==> config.mk <==
export PLATFORM = sky130hd
export DESIGN_NAME = hpm_sample_ctrl
export DESIGN_NICKNAME = d
export VERILOG_FILES = /design/src/rtl/riscv_pkg.sv /design/src/rtl/hpm_next_idx.sv /design/src/rtl/hpm_sample_ctrl.sv
export SDC_FILE = /design/constraint.sdc
export NUM_CORES = 1
export LEC_CHECK = 0
export ABC_AREA = 1
export BUFFER_PORTS_ARGS = -buffer_cell sky130_fd_sc_hd__clkbuf_2
export CAP_MARGIN = 0
export CORE_ASPECT_RATIO = 0.6
export CORE_UTILIZATION = 30
export DETAILED_ROUTE_END_ITERATION = 10
export HOLD_SLACK_MARGIN = 0.02
export PLACE_DENSITY = 0.61
export SLEW_MARGIN = 40
export SYNTH_ARGS = -nofsm -noshare
export SYNTH_HDL_FRONTEND = slang
export SYNTH_HIERARCHICAL = 1
export SYNTH_SLANG_ARGS = --single-unit
==> constraint.sdc <==
create_clock -name clk_i -period 3.5 [get_ports clk_i]
set_input_delay 0.175 -clock clk_i [delete_from_list [all_inputs] [get_ports clk_i]]
set_output_delay 0.175 -clock clk_i [all_outputs]
set_load 0.01 [all_outputs]
==> src/rtl/riscv_pkg.sv <==
// -----------------------------------------------------------------------------
// riscv_pkg
// Shared definitions for the HPM sampling controller.
//   CSR_MHPM_COUNTER_3 : CSR address of mhpmcounter3, base of the counter bank
//   HPM_FIRST_COUNTER  : index of the first implemented programmable counter
//   hpm_smp_state_t    : sweep engine state (IDLE, READ, HOLD)
//   hpm_valid_mask()   : bit k set for every implemented counter index k
// -----------------------------------------------------------------------------
package riscv_pkg;

    localparam logic [11:0] CSR_MHPM_COUNTER_3 = 12'hB03;
    localparam int          HPM_FIRST_COUNTER  = 3;

    typedef enum logic [1:0] {
        IDLE = 2'd0,
        READ = 2'd1,
        HOLD = 2'd2
    } hpm_smp_state_t;

    // Implemented counters occupy indices 3 .. num_counters+2.
    function automatic logic [31:0] hpm_valid_mask(input int num_counters);
        logic [31:0] m;
        m = '0;
        for (int k = 0; k < 32; k++) begin
            if (k >= HPM_FIRST_COUNTER && k < HPM_FIRST_COUNTER + num_counters) begin
                m[k] = 1'b1;
            end
        end
        return m;
    endfunction

endpackage

==> src/rtl/hpm_next_idx.sv <==
// -----------------------------------------------------------------------------
// hpm_next_idx
// Combinational priority encoder over the effective counter mask.
// Ports:
//   mask      in  32  effective sample mask (already restricted to valid counters)
//   idx       in  5   current counter index
//   next_idx  out 5   lowest set index strictly above idx (0 if none)
//   low_idx   out 5   lowest set index in the mask (0 if empty)
//   any_above out 1   some mask bit above idx is set
//   empty     out 1   mask has no bit set
// -----------------------------------------------------------------------------
module hpm_next_idx (
    input  logic [31:0] mask,
    input  logic [4:0]  idx,
    output logic [4:0]  next_idx,
    output logic [4:0]  low_idx,
    output logic        any_above,
    output logic        empty
);

    // Scan from the top down so the last hit written is the lowest one.
    always_comb begin
        next_idx  = 5'd0;
        low_idx   = 5'd0;
        any_above = 1'b0;
        for (int k = 31; k >= 0; k--) begin
            if (mask[k]) begin
                low_idx = 5'(k);
                if (5'(k) > idx) begin
                    next_idx  = 5'(k);
                    any_above = 1'b1;
                end
            end
        end
    end

    assign empty = (mask == 32'd0);

endmodule

==> src/rtl/hpm_sample_ctrl.sv <==
// -----------------------------------------------------------------------------
// hpm_sample_ctrl
// Periodic sampling controller for the HPM counter bank. The bank's single
// CSR port is shared between the core (always wins) and a sweep engine that
// reads every enabled mhpmcounter once per sampling period and streams the
// values out as beats.
//
// Optional feature macro: HPM_SAMPLE_ON_OVF_EN
//   defined   : count_ovf_i also starts a sweep (pending flag while busy)
//   undefined : count_ovf_i is ignored
//
// Ports:
//   clk_i, rst_i        clock, synchronous active-high reset
//   core_req_i/addr/we/data_i, core_data_o   core CSR access
//   hpm_addr_o/we_o/data_o, hpm_data_i       counter bank port
//   sample_en_i, period_i                    period timer control
//   counter_mask_i                           bit k selects counter k
//   count_ovf_i                              counter overflow request
//   smp_valid_o/ready_i/idx_o/data_o/seq_o/last_o   sample beat stream
//   overrun_o                                period expired mid-sweep
//
// Handshake: a beat transfers on a cycle where smp_valid_o && smp_ready_i.
// Once smp_valid_o rises, it and all beat fields stay stable until that
// transfer; smp_valid_o never drops without a transfer (except on reset).
// -----------------------------------------------------------------------------
module hpm_sample_ctrl
    import riscv_pkg::*;
#(
    parameter int CSR_ADDR_WIDTH   = 12,
    parameter int XLEN             = 64,
    parameter int HPM_NUM_COUNTERS = 29,
    parameter int PERIOD_WIDTH     = 32
) (
    input  logic                      clk_i,
    input  logic                      rst_i,
    input  logic                      core_req_i,
    input  logic [CSR_ADDR_WIDTH-1:0] core_addr_i,
    input  logic                      core_we_i,
    input  logic [XLEN-1:0]           core_data_i,
    output logic [XLEN-1:0]           core_data_o,
    output logic [CSR_ADDR_WIDTH-1:0] hpm_addr_o,
    output logic                      hpm_we_o,
    output logic [XLEN-1:0]           hpm_data_o,
    input  logic [XLEN-1:0]           hpm_data_i,
    input  logic                      sample_en_i,
    input  logic [PERIOD_WIDTH-1:0]   period_i,
    input  logic [31:0]               counter_mask_i,
    input  logic                      count_ovf_i,
    output logic                      smp_valid_o,
    input  logic                      smp_ready_i,
    output logic [4:0]                smp_idx_o,
    output logic [XLEN-1:0]           smp_data_o,
    output logic [15:0]               smp_seq_o,
    output logic                      smp_last_o,
    output logic                      overrun_o
);

    if (XLEN != 64) begin : g_xlen_check
        $error("hpm_sample_ctrl: only XLEN=64 is supported");
    end
    if (HPM_NUM_COUNTERS < 1 || HPM_NUM_COUNTERS > 29) begin : g_num_check
        $error("hpm_sample_ctrl: HPM_NUM_COUNTERS must be 1..29");
    end

    localparam logic [31:0] VALID_MASK = hpm_valid_mask(HPM_NUM_COUNTERS);

    // FSM state is kept as a named enum so checkers can bind to it directly.
    hpm_smp_state_t          state, state_next;
    logic [PERIOD_WIDTH-1:0] timer;
    logic [4:0]              idx, idx_next;

    logic                    valid_next;
    logic [4:0]              sidx_next;
    logic [XLEN-1:0]         sdata_next;
    logic                    last_next;
    logic [15:0]             seq_next;

    logic [31:0]             eff_mask;
    logic [4:0]              nx_next;
    logic [4:0]              nx_low;
    logic                    nx_any_above;
    logic                    nx_empty;

    logic                    expiry;
    logic                    start_req;
    logic                    ovf_reload;

    assign eff_mask = counter_mask_i & VALID_MASK;
    assign expiry   = sample_en_i && (timer == '0);

    hpm_next_idx u_next_idx (
        .mask      (eff_mask),
        .idx       (idx),
        .next_idx  (nx_next),
        .low_idx   (nx_low),
        .any_above (nx_any_above),
        .empty     (nx_empty)
    );

`ifdef HPM_SAMPLE_ON_OVF_EN
    // Overflow requests seen while busy are remembered (once) and serviced
    // as soon as the engine is back in IDLE.
    logic ovf_pending;

    always_ff @(posedge clk_i) begin
        if (rst_i) begin
            ovf_pending <= 1'b0;
        end else if (state == IDLE) begin
            ovf_pending <= 1'b0;
        end else if (count_ovf_i) begin
            ovf_pending <= 1'b1;
        end
    end

    assign start_req  = expiry || count_ovf_i || ovf_pending;
    assign ovf_reload = (state == IDLE) && (count_ovf_i || ovf_pending);
`else
    logic unused_ovf;
    assign unused_ovf = count_ovf_i;
    assign start_req  = expiry;
    assign ovf_reload = 1'b0;
`endif

    // Period timer: held at 0 while disabled so the first enabled cycle
    // expires immediately; a reload value of N gives one expiry every N+1.
    always_ff @(posedge clk_i) begin
        if (rst_i) begin
            timer <= '0;
        end else if (!sample_en_i) begin
            timer <= '0;
        end else if (expiry || ovf_reload) begin
            timer <= period_i;
        end else begin
            timer <= timer - PERIOD_WIDTH'(1);
        end
    end

    // Port mux: the core owns the port whenever it requests it; otherwise the
    // sweep engine presents the address of the current counter, read-only.
    always_comb begin
        if (core_req_i) begin
            hpm_addr_o  = core_addr_i;
            hpm_we_o    = core_we_i;
            hpm_data_o  = core_data_i;
            core_data_o = hpm_data_i;
        end else begin
            hpm_addr_o  = CSR_ADDR_WIDTH'(CSR_MHPM_COUNTER_3)
                        + CSR_ADDR_WIDTH'(idx - 5'(HPM_FIRST_COUNTER));
            hpm_we_o    = 1'b0;
            hpm_data_o  = '0;
            core_data_o = '0;
        end
    end

    // Next-state and beat register logic.
    always_comb begin
        state_next = state;
        idx_next   = idx;
        valid_next = smp_valid_o;
        sidx_next  = smp_idx_o;
        sdata_next = smp_data_o;
        last_next  = smp_last_o;
        seq_next   = smp_seq_o;
        case (state)
            IDLE: begin
                if (start_req && !nx_empty) begin
                    idx_next   = nx_low;
                    state_next = READ;
                end
            end
            READ: begin
                // The read only happens on a cycle the core leaves idle.
                if (!core_req_i) begin
                    sdata_next = hpm_data_i;
                    sidx_next  = idx;
                    last_next  = !nx_any_above;
                    valid_next = 1'b1;
                    state_next = HOLD;
                end
            end
            HOLD: begin
                if (smp_valid_o && smp_ready_i) begin
                    valid_next = 1'b0;
                    // The mask is re-read here; if every higher bit has been
                    // cleared since the beat was built, the sweep just ends.
                    if (!smp_last_o && nx_any_above) begin
                        idx_next   = nx_next;
                        state_next = READ;
                    end else begin
                        seq_next   = smp_seq_o + 16'd1;
                        state_next = IDLE;
                    end
                end
            end
            default: begin
                state_next = IDLE;
            end
        endcase
    end

    always_ff @(posedge clk_i) begin
        if (rst_i) begin
            state       <= IDLE;
            idx         <= 5'(HPM_FIRST_COUNTER);
            smp_valid_o <= 1'b0;
            smp_idx_o   <= 5'd0;
            smp_data_o  <= '0;
            smp_last_o  <= 1'b0;
            smp_seq_o   <= 16'd0;
            overrun_o   <= 1'b0;
        end else begin
            state       <= state_next;
            idx         <= idx_next;
            smp_valid_o <= valid_next;
            smp_idx_o   <= sidx_next;
            smp_data_o  <= sdata_next;
            smp_last_o  <= last_next;
            smp_seq_o   <= seq_next;
            overrun_o   <= expiry && (state != IDLE);
        end
    end

endmodule
==> run metrics, run 1 <==
clock-pin slew on the worst setup and hold paths=around 60 ps; Mean Syn Cell Area=5.97 um2; WL per Instance=14.7 um; cell repeated most along the worst path=nand2_1; via count=just under 10,000; Layout area overhead=45.6%; Final Non-Filler Cells=between 2,000 and 2,500; total track usage=22.7%; crit-path max FO=11; 1st-iter DRT viols=slightly above 700; Critical Path Max Stage Delay=between 500 and 600 ps; FF-to-FF path depth=20; I/O pins=between 400 and 500; Post-DP HPWL=24.5 mm; R2R setup slack=about 410 ps; startpoint types=register; Setup WS pre-CTS=roughly 460 ps; most frequent cells in the layout=433 x clkbuf_2, 409 x nand2_1, 222 x inv_1, 126 x dfxtp_1, 114 x nor2_1; post-synth cell types=between 40 and 50; EDFF count, synth=0; Async SR Flop Fraction=0%; Post-Route WL=~32 mm; crit-path cells=inv_1 > nand2_1 > inv_1 > nand2_1 > nand2_1 > nor2_1 > nand4_1 > nor2_1 > nand2_1 > nand2_1 > nand3_4 > clkinv_2 > nand3_4 > nor2_4 > nand2_2 > nor2_2 > nand2_1 > nand2_1 > inv_1 > nor2_1; Final setup viols=0; Reg-to-Reg Start=idx[4]; largest net degree at the start of global routing=between 80 and 90; drt first pass iters=6; CP Data Required Time=3860 ps; CP max stage cell=dfxtp_1; final-report hold violation count=0; CP Class=reg2reg; clock skew=between 10 and 15 ps; std cell rows=45; vias per cell=between 4 and 5; unrepaired setup endpoints after global routing=false; sum of negative setup slack=0 ps; crit path DAT=~3500 ps; Slew HR=46.2%; post-CTS setup buffers=0; register area share after synthesis=32.1%; clk sinks=127; Min-Delay Path Class=in2reg; leakage power=about 6.6 nW; RePlAce Congestion=roughly 0.91; crit path to=smp_seq_o[15]; initial antenna violation count=3; Syn Inst Count=1,329; die height=approximately 130 um; root buf cell=clkbuf_16; WHS=between 30 and 40 ps; I/O Buffers=435; first-pass GRT wire length=between 40 and 50 mm; FMAX=0.324 GHz; core box area=~26,000 um2; start point of the critical path=idx[4]; part of the cycle the worst path needs=88.1%; Initial Utilization=31.0%; Num CTS Buffers=17; Max Buffers Root-to-Sink=2; Antenna Nets Post-Route=0; CTS tree=yes; Worst-Margin Slew=807 ps; synth warn=6; Yosys reg bits=127; DR DRC count=0; max-cap viol count=0; total die area=27,100 um2; RR Endpoint=smp_seq_o[15]; power per cell area=between 500 and 600 nW/um2; number of H-tree levels=4; dpl cells=around 2,100; total grt overflow=0; outcome=finished clean; worst hold path startpoint=hpm_data_i[45]; fin nets=about 2,000; predominant post-synthesis flop cell=dfxtp_1; Die Width=approximately 210 um; Layout fillers=roughly 2,700; post-route minimum period=between 3000 and 4000 ps; Max Transition Viols Final=0; Post-Syn Area=about 7900 um2; commonest non-fill, non-tap cell in the layout=clkbuf_2; ratio of cells with drive above 1 in the final layout=28.4%; Max IR drop VDD=around 270 uV; Worst-Skew Late Latency=between 400 and 500 ps; Final WS setup=between 400 and 500 ps; CP endpoint kind=register; number of global-route vias before repair=approximately 8,700
## kinds of logic (layout without fill, tap and decap cells)
family	Yosys count	count (layout)	share of synthesized area, %
AND/OR/NAND/NOR	690	690	36.9
buffers and inverters	286	755	14.0
AO/OA/AOI/OAI	198	198	13.9
flip-flops	127	127	32.1
XOR/XNOR	24	24	2.65
adder cells (fa/ha/maj)	3	3	0.473
other	1	13	0.0473
## routing by layer
metal	track usage, %	share of wire, %	up-vias
li1	-	-	5081
met1	31.2	47	4479
met2	36.0	46	328
met3	3.60	5.1	32
met4	7.84	1.9	0
met5	0	0	-
## flip-flops by register name (all words and copies together) (netlist names)
register	count
timer	32
overrun_o	1
smp_valid_o	1
smp_data_o	64
smp_last_o	1
smp_idx_o	5
smp_seq_o	16
state	2
idx	5
## synth_stat cells, drive strengths merged (5+ instances only)
library cell  number  area share, %
or2                8           0.63
nand2            415             20
xor2              16            1.8
o21ai             46            3.0
nand4             12            1.0
dfxtp            127             32
o211ai             9           0.92
xnor2              8           0.88
nor3              12           0.82
nand3            106            7.1
a21oi            111            7.0
inv              226             11
o21bai             5           0.47
nor4               5           0.39
clkbuf            54            2.8
nor2             124            6.4
a31oi             10           0.79
## worst max-delay path: cells and delay by family (launching register included)
family / cells / cell delay, ps
buffers and inverters: 4 / 550
DFF: 1 / 560
and+or+nand+nor: 16 / 1910
## final cells by class
| class | instances | area [um2] | share of cell area [%] |
|---|---|---|---|
| clock inverters | 10 | 136 | 1.18 |
| multi-input cells | 925 | 4320 | 37.5 |
| inverters | 228 | 858 | 7.43 |
| flip-flops and latches | 127 | 2540 | 22.0 |
| clock buffers | 21 | 460 | 3.99 |
| repair buffers | 496 | 2770 | 24.0 |
| well taps | 352 | 440 | 3.81 |
| diodes | 3 | 7.51 | 0.0650 |
## timing repair
| item | CTS | global route |
|---|---|---|
| resized for setup | 0 | 1 |
| endpoints found under the setup margin | 0 | 2 |
| hold endpoints to repair | 48 | 0 |
| hold buffers | 48 | 0 |
## per-stage QoR
| stage | power [mW] | utilization, % | instance area [um2] |
|---|---|---|---|
| 2_1_floorplan | 3.62 | - | 7960 |
| 3_3_place_gp | 4.46 | 40.8 | 10500 |
| 3_5_place_dp | 4.48 | 40.8 | 10500 |
| 4_1_cts | 6.38 | 45.0 | 11500 |
| 5_1_grt | 6.83 | 45.1 | 11500 |
| 6_report | 6.36 | 45.1 | 11500 |
## where the power goes
part	internal, mW	switching (mW)
Combinational	0.965	1.70
Sequential	1.66	0.204
Clock	1.15	0.671
Total	3.78	2.58
## worst min-delay path by stage
stage | to | slack, ps | cells past startpoint
3_5_place_dp | timer[0] | 420 | 1
6_report | smp_data_o[45] | 40 | 3
3_3_place_gp | timer[6] | 420 | 3
2_1_floorplan | timer[2] | 310 | 2
5_1_grt | smp_data_o[28] | 30 | 3
4_1_cts | smp_data_o[50] | 20 | 3
Note: power is estimated with default switching activity, not from simulation.
==> run 2: changes to the inputs <==
PLACE_DENSITY = 0.63   (was 0.61)
clock period = 2.8 ns   (was 3.5 ns; I/O delays follow)
==> run 2 against run 1 <==
Against the previous run: sequential power increased by 24%; final cell count is 3.1% higher; worst setup slack worse by 300 ps; combinational power increased by 36%; power increased by 28%; clock skew shrank 4.8 ps; die area unchanged; critical path depth up 13; flip-flop and latch count stayed put; non-clock buffer count is 66 higher; critical path type unchanged; largest cell class unchanged; largest power group unchanged.
==> run metrics, run 2 (same netlist as run 1, synthesis figures left out) <==
Min-Delay Path Class=in2reg; root buf cell=clkbuf_16; via count=10,381; vias per cell=between 4 and 5; fin nets=2,075; CP Data Required Time=approximately 3100 ps; Worst-Skew Late Latency=roughly 420 ps; Worst-Margin Slew=773 ps; 1st-iter DRT viols=757; I/O pins=between 400 and 500; max-cap viol count=0; Biggest register=smp_data_o; switching share of total power=41.6%; CP Class=reg2reg; largest net degree at the start of global routing=approximately 140; WL per Instance=14.8 um; Layout fillers=between 2,000 and 3,000; CP max stage cell=dfxtp_4; RePlAce Congestion=around 0.90; clock-pin slew on the worst setup and hold paths=~60 ps; drt first pass iters=5; Die Width=212 um; total track usage=about a quarter; register area=around 2600 um2; crit path DAT=2980 ps; DR DRC count=0; sequential share of power=28.5%; Post-Route WL=around 33 mm; most frequent cells in the layout=433 x clkbuf_2, 403 x nand2_1, 222 x inv_1, 122 x dfxtp_1, 111 x a21oi_1; first-pass GRT wire length=just under 50 mm; Antenna Nets Post-Route=0; unrepaired setup endpoints after global routing=true; cell repeated most along the worst path=nand2_1; total die area=~27,000 um2; CP Depth=33; overall power=8.14 mW; initial antenna violation count=5; final-report hold violation count=0; Max Buffers Root-to-Sink=2; Psw=3.39 mW; number of global-route vias before repair=9,175; number of H-tree levels=4; crit-path max FO=12; FMAX=about 0.37 GHz; clk sinks=around 130; total grt overflow=0; ratio of cells with drive above 1 in the final layout=between 30 and 40%; outcome=finished clean; Num CTS Buffers=17; Comb pwr share=~45%; clock skew=between 8 and 9 ps; commonest non-fill, non-tap cell in the layout=clkbuf_2; Buf/Inv on CP=1; startpoint types=register; Crit path max-delay family=simple AND/OR/NAND/NOR gates; Final WS setup=approximately 110 ps; std cell rows=45; Slew HR=48.4%; I/O Buffers=roughly 440; hold path depth=3; Post-DP HPWL=around 25 mm; CP endpoint kind=register; die height=128 um; Max IR drop VDD=between 300 and 400 uV; core box area=approximately 26,000 um2; internal power=approximately 4.8 mW; Setup WS pre-CTS=around 62 ps; power per cell area=666 nW/um2; Clock power frac=27.0%; Critical Path Max Stage Delay=360 ps; largest registers=smp_data_o x64, timer x32, smp_seq_o x16; Final setup viols=0; leakage power=slightly below 7 nW; CTS tree=yes; FF-to-FF path depth=33; part of the cycle the worst path needs=a little over nine tenths; Multi-input gate area=4410 um2; Initial Utilization=between 30% and 40%; Largest register FFs=64; post-route minimum period=about 2700 ps; Max Transition Viols Final=0; Layout area overhead=54.1%
## run 2: cell types whose count changed in the layout (fill, tap and decap cells not counted), moves of 4 or more
cell / delta
buf_4: +34
nor2_2: +6
dfxtp_1: -4
dlygate4sd3_1: +31
nand2_1: -6
nor2_1: -10
nand2_2: +5
nor2_4: +4
## run 2: path summary, 6_finish.rpt
| path | slack [ps] | from | to |
|---|---|---|---|
| worst max register to register | 110 | idx[2] | idx[0] |
| worst min register to register | 430 | timer[0] | timer[0] |
| worst min-delay path | 40 | hpm_data_i[49] | smp_data_o[49] |
| worst max-delay path | 110 | idx[2] | idx[0] |
## run 2: power by group through the flow
stage                     sequential, mW  clock [mW]  combinational [mW]
after global routing                2.35        2.34                4.00
after detailed placement            2.33           0                3.40
after global placement              2.32           0                3.35
after floorplan                     2.35           0                2.17
final                               2.32        2.19                3.62
after CTS                           2.30        2.26                3.50
## run 2: per-stage QoR
stage / std cells / setup TNS [ps] / utilization (%) / area, um2 / hold WS, ps
2_1_floorplan: 1338 / 0 / - / 7960 / 273
3_3_place_gp: 2109 / 0 / 41.7 / 10700 / 382
3_5_place_dp: 2110 / 0 / 41.8 / 10700 / 371
4_1_cts: 2220 / 0 / 47.1 / 12100 / 25.9
5_1_grt: 2230 / -244 / 47.7 / 12200 / 40.8
6_report: 2230 / 0 / 47.7 / 12200 / 43.3
## run 2: cell type report
| class | instances | share of cell area, % |
|---|---|---|
| Tap cell | 352 | 3.60 |
| Clock buffer | 18 | 3.51 |
| Inverter | 228 | 7.03 |
| Antenna cell | 5 | 0.102 |
| Timing Repair Buffer | 562 | 27.6 |
| Multi-Input combinational cell | 925 | 36.1 |
| Sequential cell | 127 | 20.9 |
| Clock inverter | 13 | 1.16 |
## run 2: tightest hold or removal path: cells and delay by family
kind | cells | cell delay [ps]
buf+inv | 1 | 110
compound gates | 1 | 60
simple gates | 1 | 90
## run 2: timing repair
action	CTS	global route
hold buffers	79	0
hold endpoints to repair	79	0
setup endpoints to repair	0	14
resized for setup	0	36
setup buffers	0	5
## run 2: layer usage
layer  wire, um  GRT usage (%)  vias to the layer above
met5          0              0                        -
met4       1040           11.5                        0
met3       2060           4.46                       58
met2      15000           37.0                      424
met1      14900           30.9                     4687
li1           -              -                     5212
